<file path="src/rtl/riscv_mem_arbiter.sv">
// Round-robin arbiter sharing one DRAM port between the icache and dcache line-fill paths.
// Holds a dcache write-back -> allocate pair on the port and aborts stalled transactions.
module riscv_mem_arbiter #(
  parameter int unsigned ADDR_W      = 64,
  parameter int unsigned LINE_W      = 128,
  parameter int unsigned TIMEOUT_CYC = 1024
) (
  input  logic              clk,
  input  logic              rst,
  input  logic              ic_mem_rden,
  input  logic [ADDR_W-1:0] ic_addr,
  input  logic              dc_mem_rden,
  input  logic              dc_mem_wren,
  input  logic [ADDR_W-1:0] dc_addr,
  input  logic [LINE_W-1:0] dc_wdata,
  input  logic              mem_ready,
  input  logic [LINE_W-1:0] mem_rdata,
  output logic              mem_rden,
  output logic              mem_wren,
  output logic [ADDR_W-1:0] mem_addr,
  output logic [LINE_W-1:0] mem_wdata,
  output logic              ic_mem_ready,
  output logic              dc_mem_ready,
  output logic [LINE_W-1:0] rdata,
  output logic              mem_err
);

  localparam int unsigned CntW = (TIMEOUT_CYC > 1) ? $clog2(TIMEOUT_CYC) : 1;

  typedef enum logic [1:0] {StIdle, StGrantIc, StGrantDc} state_e;

  state_e            state_q, state_d;
  logic              last_grant_q, last_grant_d;
  logic              write_q, write_d;
  logic [ADDR_W-1:0] addr_q, addr_d;
  logic [LINE_W-1:0] wdata_q, wdata_d;
  logic [CntW-1:0]   cnt_q, cnt_d;
  logic              err_q, err_d;

  logic dc_req;
  logic grant_dc;
  logic timeout;

  assign dc_req   = dc_mem_rden | dc_mem_wren;
  // Tie goes to the requester that was not served last (IC=0, DC=1).
  assign grant_dc = dc_req & (~ic_mem_rden | ~last_grant_q);
  assign timeout  = (cnt_q == CntW'(TIMEOUT_CYC - 1));

  always_comb begin
    state_d      = state_q;
    last_grant_d = last_grant_q;
    write_d      = write_q;
    addr_d       = addr_q;
    wdata_d      = wdata_q;
    cnt_d        = cnt_q;
    err_d        = 1'b0;
    unique case (state_q)
      StIdle: begin
        cnt_d = '0;
        if (grant_dc) begin
          state_d = StGrantDc;
          addr_d  = dc_addr;
          wdata_d = dc_wdata;
          write_d = dc_mem_wren;
        end else if (ic_mem_rden) begin
          state_d = StGrantIc;
          addr_d  = ic_addr;
          write_d = 1'b0;
        end
      end
      StGrantIc: begin
        if (mem_ready || timeout) begin
          state_d      = StIdle;
          last_grant_d = 1'b0;
          err_d        = ~mem_ready;
        end else begin
          cnt_d = cnt_q + 1'b1;
        end
      end
      StGrantDc: begin
        if (mem_ready && write_q && dc_mem_rden) begin
          // Write-back done with a fill pending: keep the port and turn it into the read.
          addr_d  = dc_addr;
          write_d = 1'b0;
          cnt_d   = '0;
        end else if (mem_ready || timeout) begin
          state_d      = StIdle;
          last_grant_d = 1'b1;
          err_d        = ~mem_ready;
        end else begin
          cnt_d = cnt_q + 1'b1;
        end
      end
      default: state_d = StIdle;
    endcase
  end

  always_ff @(posedge clk or posedge rst) begin
    if (rst) begin
      state_q      <= StIdle;
      last_grant_q <= 1'b0;
      write_q      <= 1'b0;
      addr_q       <= '0;
      wdata_q      <= '0;
      cnt_q        <= '0;
      err_q        <= 1'b0;
    end else begin
      state_q      <= state_d;
      last_grant_q <= last_grant_d;
      write_q      <= write_d;
      addr_q       <= addr_d;
      wdata_q      <= wdata_d;
      cnt_q        <= cnt_d;
      err_q        <= err_d;
    end
  end

  assign mem_rden     = (state_q != StIdle) & ~write_q;
  assign mem_wren     = (state_q != StIdle) & write_q;
  assign mem_addr     = addr_q;
  assign mem_wdata    = wdata_q;
  assign ic_mem_ready = mem_ready & (state_q == StGrantIc);
  assign dc_mem_ready = mem_ready & (state_q == StGrantDc);
  assign rdata        = mem_rdata;
  assign mem_err      = err_q;

endmodule
</file>
<file path="config.mk">
export PLATFORM = sky130hd
export DESIGN_NAME = riscv_mem_arbiter
export DESIGN_NICKNAME = d
export VERILOG_FILES = /design/src/rtl/riscv_mem_arbiter.sv
export SDC_FILE = /design/constraint.sdc
export NUM_CORES = 1
export LEC_CHECK = 0
export ABC_AREA = 1
export ABC_CLOCK_PERIOD_IN_PS = 7200
export CAP_MARGIN = 15
export CORE_AREA = 4 4 278 280
export CTS_BUF_LIST = sky130_fd_sc_hd__clkbuf_8
export DETAILED_ROUTE_END_ITERATION = 10
export DIE_AREA = 0 0 282 284
export HOLD_SLACK_MARGIN = 0.02
export MAX_ROUTING_LAYER = met4
export RECOVER_POWER = 50
export SLEW_MARGIN = 20
export SYNTH_ARGS = -nofsm -noshare
export SYNTH_HDL_FRONTEND = slang
export SYNTH_SLANG_ARGS = --single-unit
export TNS_END_PERCENT = 50
</file>
<file path="constraint.sdc">
create_clock -name clk -period 7.2 [get_ports clk]
set_clock_uncertainty 0.2 [all_clocks]
set_input_delay 1.44 -clock clk [delete_from_list [all_inputs] [get_ports clk]]
set_output_delay 1.44 -clock clk [all_outputs]
set_load 0.03 [all_outputs]
</file>
# Word-level counts from Yosys, hierarchy flattened
# Cells that the tools add are included.
totals:
  reg_bits: 207
  input_bits: 390
  out_inout_bits: 325
  elab_cells: 62
classes:
  add_sub_neg: 1
  eq_ne: 8
  n_mux: 23
  n_bitwise: 11
  n_reduce_logical: 12
op_table:
  columns: ["cell", "count"]
  rows:
  - ["$mux W64", 3]
  - ["$pmux W64 S2", 1]
  - ["$pmux W10 S3", 1]
  - ["$mux W10", 2]
  - ["$add A10 B1 Y10 const B", 1]
  - ["$eq A10 B10 Y1 const B", 1]
  - ["$mux W1", 8]
  - ["$mux W2", 4]
  - ["$ne A2 B2 Y1 const B", 4]
  - ["$pmux W1 S2", 3]
  - ["$pmux W2 S3", 1]
  - ["$reduce_bool A2 Y1", 3]
  - ["$and A1 B1 Y1", 5]
  - ["$not A1 Y1", 4]
  - ["$reduce_and A2 Y1", 2]
  - ["$reduce_and A4 Y1", 1]
  - ["$ne A3 B3 Y1 const B", 1]
  - ["$reduce_and A3 Y1", 1]
  - ["$reduce_bool A3 Y1", 1]
  - ["$eq A2 B1 Y1 const B", 1]
  - ["$eq A2 B2 Y1 const B", 1]
  - ["$logic_and A1 B1 Y1", 2]
  - ["$logic_not A2 Y1", 1]
  - ["$or A1 B1 Y1", 2]
  - ["$logic_or A1 B1 Y1", 1]

# Longest topological paths before layout
# Gate-level depths: netlist of run 1.
depth:
  ltp_word: 5
  depth_mapped: 10
  ltp_nobuf: 10

# Least setup slack after synthesis of run 1
# No wires, ideal clock.
synth_timing:
  kind: "input to output"
  from: "in mem_ready"
  to: "out dc_mem_ready"
  t_arrival_ns: 1.828
  t_required_ns: 5.560
  setup_slack_ns: 3.732
  path_stages: 3
  path_buffers: 1
  cell_sequence: "buf_2 > nand2_1 > inv_1"
synth_via:
  elab_chain_len: 1
synth_lines:
  columns: ["element", "line_no", "source"]
  rows:
  - ["start, declared", "16", "input logic mem_ready,"]
  - ["$and A1 B1 Y1", "123", "assign dc_mem_ready = mem_ready & (state_q == StGrantDc);"]
  - ["end, declared", "23", "output logic dc_mem_ready,"]
# Every way passes these cells.

# Worst setup path in the final report of run 1
layout_timing:
  from: "in mem_ready"
  to: "out ic_mem_ready"
layout_via:
  elab_chain_len: 1
layout_lines:
  columns: ["element", "line_no", "source"]
  rows:
  - ["$and A1 B1 Y1", "122", "assign ic_mem_ready = mem_ready & (state_q == StGrantIc);"]
  - ["end, declared", "22", "output logic ic_mem_ready,"]
# Every way passes these cells.

==> parameters.txt, run 1 <==
Parameter                              Value

Layout
  Area growth from synthesis to layout ... 55.3%
  Fraction of final layout cells sized beyond drive strength 1 ... 5.14%
  Layout net count ... 2,035
  Final Cell Area ... 15,700 um^2
  Filler Cells Inserted ... 8,263

Clock tree
  Hold bufs inserted after CTS ... 0
  Buffer depth of the longest clock path ... 3
  Setup Buffers After CTS ... 0
  Worst-path clk slew ... 50 ps
  CTS Root Buffer Type ... sky130_fd_sc_hd__clkbuf_8
  Cts bufs inserted ... 43
  Sinks on Clock Net ... 207
  TritonCTS clock tree ... built
  Worst-skew pair later-pin latency ... 580 ps
  # resized after CTS ... 0
  H-tree level count ... 2

Placement
  Buffers on Ports ... 458
  Area after detailed placement ... 14,700 um^2
  Routability-driven placement congestion ratio ... 0.798
  Half-perimeter wire length after detailed placement ... 29,300 um

Status
  Run status ... finished, violations left
  Violated checks ... capacitance limit, slew limit

Power
  Power per standard cell area ... 480 nW/um^2
  Maximum vdd ir drop ... 0.183 mV
  P_leak ... 7.48 nW

Timing
  Final Cycle Share ... 63.6%
  Period minus WS final ... 4580 ps
  Measured slew at the worst slew-check pin ... 2450 ps
  F_max ... 219 MHz
  Number of endpoints failing setup at the final stage ... 0
  Number of failing hold endpoints at the final stage ... 0
  Final-layout setup total negative slack ... 0 ps
  Pins over their slew limit ... 40
  Setup repair after global routing missed its margin ... false
  Remaining max-slew budget at the tightest pin ... -63.2%

Critical path
  Type of element launching the critical path ... input pin
  Arrival time worst endpoint ... 2940 ps
  Ordered cell list for the critical path ... dlygate4sd3_1, nand2_1, inv_1, clkdlybuf4s50_1
  Delay of the slowest cell on the worst path ... 690 ps
  Nature of the critical path endpoint ... primary output
  CP Max Fanout ... 8
  Cell with the largest stage delay on the worst path ... sky130_fd_sc_hd__dlygate4sd3_1
  Crit path required time ... 5560 ps
  Class of the most critical setup path ... input pin to primary output

Floorplanning
  Initial core utilization ... 13.6%
  Die area ... 80,100 um^2
  Overall die width ... 282 um
  I/O pin count ... 715
  Core area ... 74,400 um^2
  Placement row count ... 100
  Chip Height ... 284 um

Route
  Length of the first detailed-routing pass in iterations ... 4
  WL/cell ... 15.1 um
  DRC violations left ... 0
  Antenna Violating Nets Remaining ... 0
  Detailed-route wire length ... 40,100 um
  Drt via density ... 3.54
  Vias after detailed routing ... 9,352
  Starting DRC count in detailed routing ... 353

Min path
  Class of the tightest hold or removal check ... register to register

Synth
  Top-area cell type share of the netlist area ... 51.2%
  Distinct cells, synth ... 18
  Dominant cells by area after synthesis ... sky130_fd_sc_hd__dfrtp_1, sky130_fd_sc_hd__nand2_1, sky130_fd_sc_hd__buf_4
  Leading cell types by count after synthesis ... sky130_fd_sc_hd__nand2_1, sky130_fd_sc_hd__dfrtp_1, sky130_fd_sc_hd__buf_4, sky130_fd_sc_hd__nand3_1, sky130_fd_sc_hd__buf_2
  Number of cells produced by synthesis ... 1,319
  YS warnings ... 0
  Asr flop ratio synth ... 100%
  Average instance area after synthesis ... 7.67 um^2
  Most frequent cell after synthesis ... sky130_fd_sc_hd__nand2_1
  Post-synth top area cell ... sky130_fd_sc_hd__dfrtp_1
  Post-synthesis cell area ... 10,100 um^2
  Post-synthesis net count ... 1,714
  Portion of the post-synthesis area used by sequential elements ... 51.2%
  Top flip-flop cell by instance count after synthesis ... sky130_fd_sc_hd__dfrtp_1
  #FFs+latches synth ... 207
  Number of enable-type register cells in the synthesized netlist ... 0

Run
  Max capacitance violation total ... 1

Global routing
  GRT Resource Usage Total ... 9.61%
  Global-route wire length before repair ... 57,000 um
  Number of global-route vias before repair ... 9,208
  Maximum number of pins on one net before global-route repair ... 103
  Remaining Overflow, GRT ... 0
  Number of antenna violations at the first check in global routing ... 3
## power breakdown
group / switching (W) / internal [W] / total (W)
registers: 0.000312 / 0.00173 / 0.00204
clock network: 0.000594 / 0.000832 / 0.00143
logic: 0.00261 / 0.00146 / 0.00407
total: 0.00351 / 0.00402 / 0.00753
## layout by cell type, fill, tap and decap left out, drive strengths merged, types with 6 or more instances in the layout
cell / netlist / routed
nand2: 755 / 755
clkdlybuf4s50: 0 / 455
dfrtp: 207 / 207
nand3: 87 / 87
clkbuf: 9 / 52
inv: 32 / 41
nor2: 18 / 18
clkinv: 0 / 11
o21ai: 9 / 9
buf: 183 / 9
nand4: 6 / 6
## kinds of logic after synthesis
group / after synthesis / synth area share (%)
DFF: 207 / 51.2
AOI/OAI and AO/OA: 14 / 0.730
adders and majority gates: 5 / 0.619
buffers and inverters: 224 / 13.9
and+or+nand+nor: 869 / 33.6
## flip-flops by register name, indices dropped and copies added, names as in the netlist
register,flops
cnt_q,10
last_grant_q,1
mem_addr,64
mem_err,1
mem_wdata,128
state_q,2
write_q,1
## metrics by stage
step | setup slack, ps | utilization (%) | total power [W] | hold WS, ps | cells
5_1_grt | 2180 | 21.1 | 0.00810 | 285 | 2644
2_1_floorplan | 2870 | - | 0.00456 | 253 | 1319
6_report | 2620 | 21.1 | 0.00753 | 267 | 2644
3_5_place_dp | 2700 | 19.8 | 0.00619 | 258 | 2564
4_1_cts | 2690 | 21.1 | 0.00770 | 271 | 2642
3_3_place_gp | 2670 | 19.8 | 0.00617 | 252 | 2564
## critical path: cells and delay by family
family | cells | cell delay (ps)
and+or+nand+nor | 1 | 80
buffers and inverters | 3 | 1410
## worst paths after layout
kind | slack (ps) | from | cells after the start | endpoint
setup reg to reg | 4010 | last_grant_q$_DFFE_PP0P_ | 8 | mem_addr[32]$_DFFE_PP0P_
setup / recovery | 2620 | mem_ready | 4 | ic_mem_ready
min in group asynchronous | 2060 | rst | 3 | mem_wdata[94]$_DFFE_PP0P_
max in group asynchronous | 2740 | rst | 4 | mem_wdata[69]$_DFFE_PP0P_
hold reg to reg | 270 | mem_wdata[87]$_DFFE_PP0P_ | 2 | mem_wdata[87]$_DFFE_PP0P_
hold / removal | 270 | mem_wdata[87]$_DFFE_PP0P_ | 2 | mem_wdata[87]$_DFFE_PP0P_
## cell type report
class	count	area (um^2)	share of cell area (%)
tap	969	1210	7.72
sequential	207	5180	33.0
clock buffer	51	702	4.47
multi-input combinational	888	3540	22.5
timing repair buffer	468	4670	29.7
antenna	2	5.00	0.0319
clock inverter	27	267	1.70
inverter	32	128	0.813
## layer usage
layer  vias up  wire length, um  GRT usage, %
li1       4556                -             -
met1      4182            14800          9.60
met2       530            18200          15.8
met3        84             5290          4.81
met4         0             1770          4.13
met5         -                0             -
Power figures use the tool's default switching activity.
==> inputs of run 2 (changes only) <==
--- a/config.mk
+++ b/config.mk
@@ -6,7 +6,7 @@
 export NUM_CORES = 1
 export LEC_CHECK = 0
 export ABC_AREA = 1
-export ABC_CLOCK_PERIOD_IN_PS = 7200
+export ABC_CLOCK_PERIOD_IN_PS = 4200
 export CAP_MARGIN = 15
 export CORE_AREA = 4 4 278 280
 export CTS_BUF_LIST = sky130_fd_sc_hd__clkbuf_8
==> constraint.sdc (replaced) <==
create_clock -name clk -period 4.2 [get_ports clk]
set_clock_uncertainty 0.2 [all_clocks]
set_input_delay 0.84 -clock clk [delete_from_list [all_inputs] [get_ports clk]]
set_output_delay 0.84 -clock clk [all_outputs]
set_load 0.03 [all_outputs]
==> run 2 against run 1 <==
The flow now finishes without violations. Worst hold slack better by 0.65 ps. Routed wire length down 1.9%. Clock power up 34%. Die area unchanged. Via count up 0.15%. Critical path depth up 2. Total power up 65%. Register-to-register slack worse by 3000 ps. Sequential cell count unchanged. Combinational power up 73%. Worst setup slack worse by 1800 ps. Sequential share of layout area up 0.33 points.
==> parameters.txt, run 2 (same netlist as run 1, synthesis figures left out) <==
Parameter                              Value

Clock tree
  Worst-skew pair later-pin latency ... 560 ps
  Hold bufs inserted after CTS ... 0
  Cts bufs inserted ... 41
  H-tree level count ... 2
  CTS Root Buffer Type ... sky130_fd_sc_hd__clkbuf_8
  TritonCTS clock tree ... built
  Buffer depth of the longest clock path ... 3
  Worst-path clk slew ... 60 ps
  Sinks on Clock Net ... 207
  # resized after CTS ... 0
  Setup Buffers After CTS ... 0

Layout
  Final Cell Area ... 15,500 um^2
  Fraction of final layout cells sized beyond drive strength 1 ... 4.43%
  Post-Layout Cell Count ... 2,641
  Most used cells in the layout excluding fill and tap cells ... sky130_fd_sc_hd__nand2_1, sky130_fd_sc_hd__clkdlybuf4s50_1, sky130_fd_sc_hd__dfrtp_1, sky130_fd_sc_hd__nand3_1, sky130_fd_sc_hd__clkbuf_8
  Number of flip-flops under the largest register name ... 128
  Most frequent standard cell in the layout excluding fill and tap cells ... sky130_fd_sc_hd__nand2_1
  Layout net count ... 2,039
  Area growth from synthesis to layout ... 53.7%

Run
  Max capacitance violation total ... 0

Timing
  Pins over their slew limit ... 0
  Final Cycle Share ... 81.1%
  F_max ... 293 MHz
  Final-layout setup total negative slack ... 0 ps
  Period minus WS final ... 3410 ps
  Number of endpoints failing setup at the final stage ... 0
  Setup repair after global routing missed its margin ... false
  Number of failing hold endpoints at the final stage ... 0
  Measured slew at the worst slew-check pin ... 1380 ps
  Remaining max-slew budget at the tightest pin ... 7.77%

Route
  Sum of met2 wire segment lengths after detailed routing ... 18,000 um
  Drt via density ... 3.55
  Length of the first detailed-routing pass in iterations ... 5
  Starting DRC count in detailed routing ... 301
  Met3 wirelength from detailed routing ... 5170 um
  Antenna Violating Nets Remaining ... 0
  Vias after detailed routing ... 9,366
  Detailed-route wire length ... 39,300 um
  Sum of routed wire segments on met1 ... 14,500 um
  DRC violations left ... 0
  WL/cell ... 14.9 um
  Top routing layer in use ... met4

Critical path
  CP Max Fanout ... 96
  Type of element launching the critical path ... input pin
  Crit path required time ... 4490 ps
  Nature of the critical path endpoint ... register
  Arrival time worst endpoint ... 3700 ps
  Class of the most critical setup path ... input pin to register

Global routing
  GRT Resource Usage Total ... 9.45%
  Global-route wire length before repair ... 56,300 um
  Remaining Overflow, GRT ... 0
  Maximum number of pins on one net before global-route repair ... 97
  Number of global-route vias before repair ... 9,243
  Number of antenna violations at the first check in global routing ... 0

Floorplanning
  Chip Height ... 284 um
  Placement row count ... 100
  Initial core utilization ... 13.6%
  Overall die width ... 282 um
  I/O pin count ... 715
  Core area ... 74,400 um^2
  Die area ... 80,100 um^2

Status
  Run status ... finished clean

Power
  P_leak ... 7.42 nW
  Maximum vdd ir drop ... 0.432 mV
  Net load switching power ... 0.00592 W
  Power per standard cell area ... 801 nW/um^2
  Fraction of power consumed by sequential logic ... 28.1%
  Clock network power share ... 15.4%
  Combinational cell fraction of total power ... 56.5%
  Switching share of total power ... 47.5%
  Internal power contribution ... 0.00653 W

Placement
  Post-placement cell count ... 2,570
  Buffers on Ports ... 458
  Routability-driven placement congestion ratio ... 0.795
  Area after detailed placement ... 14,800 um^2
  Half-perimeter wire length after detailed placement ... 30,000 um

Min path
  Class of the tightest hold or removal check ... register to register
==> run 2: critical path: stages <==
cell	delay [ps]
sky130_fd_sc_hd__dlygate4sd3_1	660
sky130_fd_sc_hd__o21ai_4	180
sky130_fd_sc_hd__nor2_1	470
sky130_fd_sc_hd__clkbuf_4	970
sky130_fd_sc_hd__nand2_1	330
sky130_fd_sc_hd__nand2_1	170
==> run 2: power groups by stage <==
stage / clock network (W) / logic, W / registers, W
2_1_floorplan: 0 / 0.00258 / 0.00524
3_3_place_gp: 0 / 0.00715 / 0.00349
6_report: 0.00191 / 0.00703 / 0.00350
4_1_cts: 0.00205 / 0.00719 / 0.00351
5_1_grt: 0.00213 / 0.00765 / 0.00362
3_5_place_dp: 0 / 0.00719 / 0.00351
==> run 2: final timing paths <==
kind	startpoint	slack, ps	to	cells after the start
max in group asynchronous	rst	1130	mem_wdata[101]$_DFFE_PP0P_	3
worst max register to register	state_q[0]$_DFFE_PP0P_	1040	mem_wdata[32]$_DFFE_PP0P_	7
worst min register to register	mem_wdata[42]$_DFFE_PP0P_	270	mem_wdata[42]$_DFFE_PP0P_	2
worst max-delay path	dc_mem_rden	790	mem_wdata[32]$_DFFE_PP0P_	6
min in group asynchronous	rst	800	mem_wdata[98]$_DFFE_PP0P_	2
worst min-delay path	mem_wdata[42]$_DFFE_PP0P_	270	mem_wdata[42]$_DFFE_PP0P_	2
==> run 2: per-layer routing <==
metal	vias up	global-route usage, %
met5	-	-
met4	0	3.87
met3	81	4.65
met2	529	15.6
met1	4200	9.52
li1	4556	-
==> run 2: layout make-up <==
class | count | area (um^2)
Antenna cell | 1 | 2.50
Clock buffer | 47 | 647
Clock inverter | 23 | 103
Fill cell | 8313 | 58900
Inverter | 32 | 125
Multi-Input combinational cell | 888 | 3540
Sequential cell | 207 | 5180
Tap cell | 969 | 1210
Timing Repair Buffer | 474 | 4730
==> run 2: through the flow <==
| stage | setup WS (ps) | power, W | utilization, % | hold slack [ps] |
|---|---|---|---|---|
| after floorplan | 474 | 0.00783 | - | 253 |
| after global placement | 865 | 0.0106 | 19.9 | 253 |
| after detailed placement | 885 | 0.0107 | 19.9 | 258 |
| after CTS | 685 | 0.0128 | 20.9 | 271 |
| after global routing | 637 | 0.0134 | 20.9 | 282 |
| final | 792 | 0.0124 | 20.9 | 267 |
==> inputs of run 3 (changes only) <==
--- a/config.mk
+++ b/config.mk
@@ -6,7 +6,7 @@
 export NUM_CORES = 1
 export LEC_CHECK = 0
 export ABC_AREA = 1
-export ABC_CLOCK_PERIOD_IN_PS = 4200
+export ABC_CLOCK_PERIOD_IN_PS = 3000
 export CAP_MARGIN = 15
 export CORE_AREA = 4 4 278 280
 export CTS_BUF_LIST = sky130_fd_sc_hd__clkbuf_8
==> constraint.sdc (replaced) <==
create_clock -name clk -period 3 [get_ports clk]
set_clock_uncertainty 0.2 [all_clocks]
set_input_delay 0.6 -clock clk [delete_from_list [all_inputs] [get_ports clk]]
set_output_delay 0.6 -clock clk [all_outputs]
set_load 0.03 [all_outputs]
==> run 3 against run 2 <==
Non-clock buffer count grew 17. Sequential cell count did not move. Sequential share of layout area down 0.40 points. First-iteration DRC count down 3.7%. Critical path depth decreased by 2. Count of clock-buffer cells in the layout fell by 3. Via count up 0.63%. Register-to-register slack lost 720 ps. Critical endpoint is now mem_rden. Highest routed layer unchanged.
==> parameters.txt, run 3 (same netlist as run 1, synthesis figures left out) <==
Parameter                              Value

Critical path
  Reg-to-reg critical path endpoint ... mem_wdata[39]$_DFFE_PP0P_
  Type of element launching the critical path ... register
  CP Max Fanout ... 5
  Ordered cell list for the critical path ... inv_1, ha_1, nor2_1, dlygate4sd2_1
  Delay of the slowest cell on the worst path ... 480 ps
  Nature of the critical path endpoint ... primary output
  Buffer and inverter count on the worst path ... 2
  Minimum setup slack among reg-to-reg paths ... 320 ps
  Category of cells accounting for the largest share of critical-path delay ... buffers and inverters
  Crit path required time ... 2200 ps
  Reg2reg start ... state_q[0]$_DFFE_PP0P_
  Class of the most critical setup path ... register to primary output
  Arrival time worst endpoint ... 1960 ps
  Depth of the worst register-to-register path ... 8
  Cell with the largest stage delay on the worst path ... sky130_fd_sc_hd__dlygate4sd2_1

Min path
  Class of the tightest hold or removal check ... input pin to async pin

Layout
  Layout net count ... 2,056
  Most used cells in the layout excluding fill and tap cells ... sky130_fd_sc_hd__nand2_1, sky130_fd_sc_hd__clkdlybuf4s50_1, sky130_fd_sc_hd__dfrtp_1, sky130_fd_sc_hd__nand3_1, sky130_fd_sc_hd__clkbuf_8
  Most frequent standard cell in the layout excluding fill and tap cells ... sky130_fd_sc_hd__nand2_1
  Area growth from synthesis to layout ... 55.6%
  Fraction of final layout cells sized beyond drive strength 1 ... 5.28%
  Final standard cell utilization of the core ... 21.1%
  Number of flip-flops under the largest register name ... 128
  Final Cell Area ... 15,700 um^2

Power
  Combinational cell fraction of total power ... 56.8%
  Internal power contribution ... 0.00943 W
  Net load switching power ... 0.00838 W
  Clock network power share ... 15.5%
  Fraction of power consumed by sequential logic ... 27.7%
  Power per standard cell area ... 1130 nW/um^2
  P_leak ... 7.52 nW
  Maximum vdd ir drop ... 0.581 mV
  Switching share of total power ... 47.1%

Route
  Detailed-route wire length ... 39,900 um
  Sum of routed wire segments on met1 ... 14,700 um
  Top routing layer in use ... met4
  Starting DRC count in detailed routing ... 290
  Vias after detailed routing ... 9,425
  Sum of met2 wire segment lengths after detailed routing ... 18,200 um
  DRC violations left ... 0
  Met3 wirelength from detailed routing ... 5250 um
  Drt via density ... 3.55
  WL/cell ... 15.0 um
  Length of the first detailed-routing pass in iterations ... 6
  Antenna Violating Nets Remaining ... 0

Timing
  Remaining max-slew budget at the tightest pin ... 10.5%
  Final Cycle Share ... 91.9%
  Number of endpoints failing setup at the final stage ... 0
  Period minus WS final ... 2760 ps
  F_max ... 363 MHz
  Measured slew at the worst slew-check pin ... 1340 ps
  Number of failing hold endpoints at the final stage ... 0
  Setup repair after global routing missed its margin ... false
  Pins over their slew limit ... 0

Global routing
  GRT Resource Usage Total ... 9.60%
  Number of antenna violations at the first check in global routing ... 4
  Number of global-route vias before repair ... 9,403
  Maximum number of pins on one net before global-route repair ... 87
  Global-route wire length before repair ... 57,200 um
  Remaining Overflow, GRT ... 0

Floorplanning
  Overall die width ... 282 um
  Placement row count ... 100
  Die area ... 80,100 um^2
  I/O pin count ... 715
  Initial core utilization ... 13.6%
  Chip Height ... 284 um
  Core area ... 74,400 um^2

Clock tree
  H-tree level count ... 2
  Worst-path clk slew ... 60 ps
  Sinks on Clock Net ... 207
  Worst-skew pair later-pin latency ... 580 ps
  Buffer depth of the longest clock path ... 3
  CTS Root Buffer Type ... sky130_fd_sc_hd__clkbuf_8
  TritonCTS clock tree ... built
  Cts bufs inserted ... 41

Placement
  Area after detailed placement ... 15,000 um^2
  Buffers on Ports ... 458
  Half-perimeter wire length after detailed placement ... 31,200 um
  Routability-driven placement congestion ratio ... 0.797

Run
  Max capacitance violation total ... 0

Status
  Run status ... finished clean
run 3: final cells by class:
class	count	area (um^2)
clock inverter	23	155
tap	969	1210
fill	8290	58700
sequential	207	5180
clock buffer	44	606
multi-input combinational	888	3540
timing repair buffer	491	4910
inverter	32	121
antenna	2	5.00
run 3: per-stage QoR:
step	cells	total power, W	setup WS, ps	hold WS, ps	setup TNS, ps
finish	2656	0.0178	242	257	0
global route	2656	0.0192	96.0	215	0
CTS	2654	0.0182	137	68.6	0
detailed placement	2587	0.0153	297	258	0
global placement	2587	0.0152	353	252	0
floorplan	1319	0.0110	-486	253	-100650
run 3: routing by layer:
layer	vias to the layer above	track usage [%]
met4	0	4.17
met2	554	15.8
li1	4597	-
met3	79	4.71
met5	-	-
met1	4195	9.65
run 3: worst max-delay path by stage:
stage	from	to	slack [ps]	depth (start not counted)
after CTS	state_q[0]$_DFFE_PP0P_	mem_wren	140	4
final	state_q[0]$_DFFE_PP0P_	mem_rden	240	4
after floorplan	rst	cnt_q[0]$_DFFE_PP0P_	-490	1
after detailed placement	dc_mem_rden	write_q$_DFFE_PP0P_	300	6
after global placement	dc_mem_rden	mem_addr[13]$_DFFE_PP0P_	350	7
after global routing	state_q[0]$_DFFE_PP0P_	mem_wren	100	4
run 3: repair_timing:
item | 4_1_cts | 5_1_grt
hold buffers | 0 | 0
gates resized for setup | 2 | 0
setup buffers | 0 | 0
setup endpoints to repair | 2 | 0
hold endpoints to repair | 0 | 0
run 3: power by group through the flow:
stage | registers, W | logic [W] | clock network [W]
after floorplan | 0.00734 | 0.00362 | 0
after global placement | 0.00495 | 0.0103 | 0
after detailed placement | 0.00494 | 0.0104 | 0
after CTS | 0.00495 | 0.0103 | 0.00296
after global routing | 0.00510 | 0.0110 | 0.00308
final | 0.00493 | 0.0101 | 0.00277
